$ cat src/rtl/imem_loadable.sv
// Loadable instruction memory: sweeps FILL into every word after reset, then serves
// registered fetches and accepts a streamed program from address 0 on request.
module imem_loadable #(
  parameter int unsigned       DATA_W = 16,
  parameter int unsigned       ADDR_W = 7,
  parameter int unsigned       DEPTH  = 128,
  parameter logic [DATA_W-1:0] FILL   = 16'hF000
) (
  input  logic              clk,
  input  logic              rst,
  input  logic              fetch_req,
  input  logic [ADDR_W-1:0] fetch_addr,
  output logic [DATA_W-1:0] fetch_data,
  output logic              fetch_valid,
  output logic              fetch_err,
  output logic              mem_ready,
  input  logic              load_start,
  input  logic              load_valid,
  input  logic [DATA_W-1:0] load_data,
  input  logic              load_last,
  output logic              load_ready,
  output logic              load_done,
  output logic [ADDR_W:0]   load_len
);

  localparam int unsigned     IW   = (DEPTH > 1) ? $clog2(DEPTH) : 1;
  localparam logic [ADDR_W:0] LAST = (ADDR_W+1)'(DEPTH - 1);

  typedef enum logic [1:0] {CLEAR, RUN, LOAD} state_t;

  state_t            state;
  logic [ADDR_W:0]   ptr;
  logic [DATA_W-1:0] mem [DEPTH];
  logic              we;
  logic [DATA_W-1:0] wdata;
  logic              oor;

  // ptr never exceeds DEPTH-1 while writing, so the low IW bits always index a real word
  always_comb begin
    we    = 1'b0;
    wdata = FILL;
    if (state == CLEAR) begin
      we = 1'b1;
    end else if (state == LOAD && load_valid) begin
      we    = 1'b1;
      wdata = load_data;
    end
  end

  assign oor = {1'b0, fetch_addr} > LAST;

  always_ff @(posedge clk) begin
    if (we) mem[ptr[IW-1:0]] <= wdata;
  end

  always_ff @(posedge clk or posedge rst) begin
    if (rst) begin
      state       <= CLEAR;
      ptr         <= '0;
      fetch_data  <= '0;
      fetch_valid <= 1'b0;
      fetch_err   <= 1'b0;
      mem_ready   <= 1'b0;
      load_ready  <= 1'b0;
      load_done   <= 1'b0;
      load_len    <= '0;
    end else begin
      load_done   <= 1'b0;
      fetch_valid <= 1'b0;
      fetch_err   <= 1'b0;
      case (state)
        CLEAR: begin
          ptr <= ptr + (ADDR_W+1)'(1);
          if (ptr == LAST) begin
            state     <= RUN;
            ptr       <= '0;
            mem_ready <= 1'b1;
          end
        end
        RUN: begin
          // a fetch coincident with load_start is served from pre-load content
          if (fetch_req) begin
            fetch_valid <= 1'b1;
            fetch_err   <= oor;
            fetch_data  <= oor ? FILL : mem[fetch_addr[IW-1:0]];
          end
          if (load_start) begin
            state      <= LOAD;
            ptr        <= '0;
            mem_ready  <= 1'b0;
            load_ready <= 1'b1;
          end
        end
        LOAD: begin
          if (load_valid) begin
            ptr <= ptr + (ADDR_W+1)'(1);
            if (load_last || ptr == LAST) begin
              state      <= RUN;
              load_len   <= ptr + (ADDR_W+1)'(1);
              load_done  <= 1'b1;
              load_ready <= 1'b0;
              mem_ready  <= 1'b1;
            end
          end
        end
        default: state <= CLEAR;
      endcase
    end
  end

endmodule

$ cat config.mk
export PLATFORM = sky130hd
export DESIGN_NAME = imem_loadable
export DESIGN_NICKNAME = d
export VERILOG_FILES = /design/src/rtl/imem_loadable.sv
export SDC_FILE = /design/constraint.sdc
export NUM_CORES = 2
export LEC_CHECK = 0
export BUFFER_PORTS_ARGS = -buffer_cell sky130_fd_sc_hd__buf_2
export CORE_MARGIN = 5
export CORE_UTILIZATION = 45
export DETAILED_ROUTE_END_ITERATION = 8
export GPL_ROUTABILITY_DRIVEN = 0
export HOLD_SLACK_MARGIN = 0.08
export SLEW_MARGIN = 10
export SYNTH_ARGS = -nofsm -noshare
export SYNTH_HDL_FRONTEND = slang
export SYNTH_SLANG_ARGS = --single-unit
$ cat constraint.sdc
create_clock -name clk -period 4.3 [get_ports clk]
set_clock_uncertainty 0.05 [all_clocks]
set_input_delay 0.645 -clock clk [delete_from_list [all_inputs] [get_ports clk]]
set_output_delay 0.645 -clock clk [all_outputs]
set_load 0.005 [all_outputs]
==> flow_summary_export.csv <==
group,metric,value,unit
sta,slew_viol_final,0,
clock_network,cts_tree,"done",
die,fp.dieArea,189000,sq um
detailed_routing,wire_per_inst,29.9,microns
synth,yosys.area.top_type_share,0.757,
detailed_routing,vias,40900,
sta,timing.final.ws_setup,0.505,ns
power_and_ir_drop,power.density,469,nW/um^2
synth,synth_most_common_cell,"edfxtp_1",
setup_path,path_delay_family,"compound AO/OA/AOI/OAI gates",
die,row_count,156,
detailed_routing,drcViolationCount,0,
die,die_y,435,microns
clock_network,postCtsSetupRepairBufs,0,
setup_path,crit_slowest_cell,"a2111oi_0",
sta,min_period_over_period,0.883,
synth,yosys-top-cells-count,"edfxtp_1, mux2i_1, mux4_2, nor2_1, o22ai_1",
sta,rsz0062_at_grt,"no",
layout,nNetsFinal,4417,
sta,layout_min_cycle_time,3.79,ns
synth,syn-num-nets,4091,
power_and_ir_drop,leakagePower,31.8,nW
synth,synth_cells,4056,
die,io_pins,58,
sta,worst_slew_pin_slew,1.26,ns
synth,ys.flop_type,"edfxtp_1",
synth,async_flop_share,0.0182,
placed_design,dp_slack,-0.175,ns
sta,slew_headroom,0.135,
placed_design,hpwl,126000,microns
setup_path,worstSetupPathType,"flop to flop",
worst_hold_path,hold_path.class,"primary input to flop",
layout,fin_util,0.511,
clock_network,cts_num_sinks,2086,
detailed_routing,drtIter0Drc,4537,
synth,syn_area_per_cell,20.0,sq um
setup_path,endpoint_kind,"flop",
clock_network,cts_root_buf,"clkbuf_16",
clock_network,clk_pin_slew,0.06,ns
job,maxCapViolations,0,
synth,ys_seq_elements,2086,
layout,multiInputGateArea,17500,sq um
layout,fill_cells,14300,
clock_network,cts_resized,0,
layout,regArea,62400,sq um
global_routing,grt_overflow,0,
setup_path,crit_required,5.00,ns
setup_path,cp_cell_sequence,"inv_1 -> ha_1 -> nand2_1 -> inv_1 -> nand2_1 -> a2111oi_0 -> o21ai_0 -> buf_4 -> o211ai_1",
global_routing,grt_usage,0.216,
detailed_routing,wl,207000,microns
die,initial_core_util,0.451,
clock_network,cts_buffers,201,
sta,setup_viol,0,
synth,ys_seq_area_frac,0.768,
placed_design,io_buffers,56,
die,core_area,180000,sq um
sta,finalHoldViolCount,0,
synth,synth_top_area_cell,"edfxtp_1",
clock_network,clock_path_buffers,3,
synth,synthTopCellsByArea,"edfxtp_1, mux4_2, mux2i_1",
setup_path,crit_fanout,16,
detailed_routing,vias_per_cell,5.90,
sta,whs,0.202,ns
global_routing,grt_first_pass_wirelength,298000,microns
die,die_width,435,microns
detailed_routing,detail-route-antenna-nets,0,
synth,synth.distinct_cells,52,
global_routing,grt_max_degree,129,
setup_path,worst_setup_path_start_kind,"flop",
layout,area_growth,13.3,%
setup_path,arrival,4.49,ns
outcome,status,"complete, no violations",
global_routing,antenna_found_initial,9,
sta,fmax,264,MHz
setup_path,cp_num_buf_inv,3,
global_routing,grt_pass1_vias,40800,
synth,yosysWarningCount,0,
clock_network,worst_skew_pair.late_latency,0.81,ns
power_and_ir_drop,fin_total_pwr,43.2,mW
synth,synth_area,81300,sq um
power_and_ir_drop,peakVddDrop,0.000385,V
layout,drive_above_1_share,0.240,
setup_path,max_stage_delay,1.20,ns
clock_network,htreeDepth,4,
detailed_routing,dr.pass1.iters,6,
synth,synth_edf_count,2048,
-- flip-flops by register name, indices dropped and copies added, names as in the netlist --
signal       cells
mem           2048
fetch_data      16
load_len         8
ptr              8
state            2
fetch_valid      1
load_done        1
load_ready       1
mem_ready        1
-- layout make-up --
class / instances / share of cell area
flip-flops and latches: 2086 / 0.678
multi-input cells: 1724 / 0.189
clock buffers: 271 / 0.0600
repair buffers: 361 / 0.0332
well taps: 2370 / 0.0322
clock inverters: 100 / 0.00671
inverters: 8 / 0.000326
diodes: 1 / 0.0000272
-- cells by family after synthesis --
family,count (synthesis),synth area share
AOI/OAI and AO/OA,466,0.0385
muxes,807,0.149
other,1,0.0000461
buffers and inverters,246,0.0182
and+or+nand+nor,439,0.0243
adders and majority gates,6,0.000923
DFF,2086,0.768
xor gates and xnor gates,5,0.000539
-- timing repair --
| action | in CTS | in global routing |
|---|---|---|
| endpoints found under the setup margin | 0 | 0 |
| hold buffers | 2 | 0 |
| endpoints found under the hold margin | 39 | 0 |
-- final timing paths --
path	start	end	slack, ns	cells after the start
worst max-delay path	state[1]$_DFFE_PP0P_	fetch_data[3]$_DFFE_PP0P_	0.51	9
worst min-delay path	load_valid	load_ready$_DFFE_PP0P_	0.20	4
worst max register to register	state[1]$_DFFE_PP0P_	fetch_data[3]$_DFFE_PP0P_	0.51	9
worst min register to register	fetch_data[10]$_DFFE_PP0P_	fetch_data[10]$_DFFE_PP0P_	0.45	2
max in group asynchronous	rst	fetch_data[6]$_DFFE_PP0P_	3.23	4
min in group asynchronous	rst	fetch_valid$_DFF_PP0_	0.50	4
-- cells in the final DEF (no fill, tap or decap), types with 6 or more instances in the layout --
cell,instances
or3_1,12
clkbuf_16,208
o22ai_1,149
clkinv_1,56
a221o_1,8
o21ai_0,39
buf_12,36
a211oi_1,24
nand3_1,23
inv_1,7
nand2b_1,13
o221ai_1,25
mux4_2,312
edfxtp_1,2048
clkbuf_8,8
clkinv_2,27
inv_6,7
nor2b_1,39
and2_4,12
ha_1,6
mux2i_1,374
dfrtp_1,38
a2111oi_0,14
nor2_1,214
o31ai_1,39
nor2_2,12
nand2_1,61
buf_4,267
a22oi_1,22
a221oi_1,20
clkbuf_1,55
mux2_2,120
o41ai_1,16
o211ai_1,14
a21oi_1,74
nor3_1,30
buf_2,52
a31oi_1,11
-- tightest hold or removal path: stages --
cell,delay (ns)
buf_2,0.13
o21ai_0,0.10
o21ai_0,0.09
o21ai_0,0.06
-- per-stage QoR --
| step | cells | area (sq um) | setup TNS (ns) |
|---|---|---|---|
| 2_1_floorplan | 4056 | 81300 | 0 |
| 3_3_place_gp | 6547 | 85900 | -0.0994 |
| 3_5_place_dp | 6547 | 85900 | -0.175 |
| 4_1_cts | 6920 | 92100 | 0 |
| 5_1_grt | 6921 | 92100 | 0 |
| 6_report | 6921 | 92100 | 0 |
-- layer usage --
metal	global-route usage	routed length, microns	vias to the layer above
met5	0	67	-
met4	0.0588	5560	10
met3	0.0376	13600	295
met2	0.347	100000	1487
met1	0.308	87600	21700
li1	-	-	17400
-- where the power goes --
group | total [mW] | switching, mW | internal [mW]
sequential | 23.1 | 0.207 | 22.9
clock | 16.6 | 7.38 | 9.26
combinational | 3.46 | 2.40 | 1.05
total | 43.2 | 9.99 | 33.2
Power figures use the tool's default switching activity.
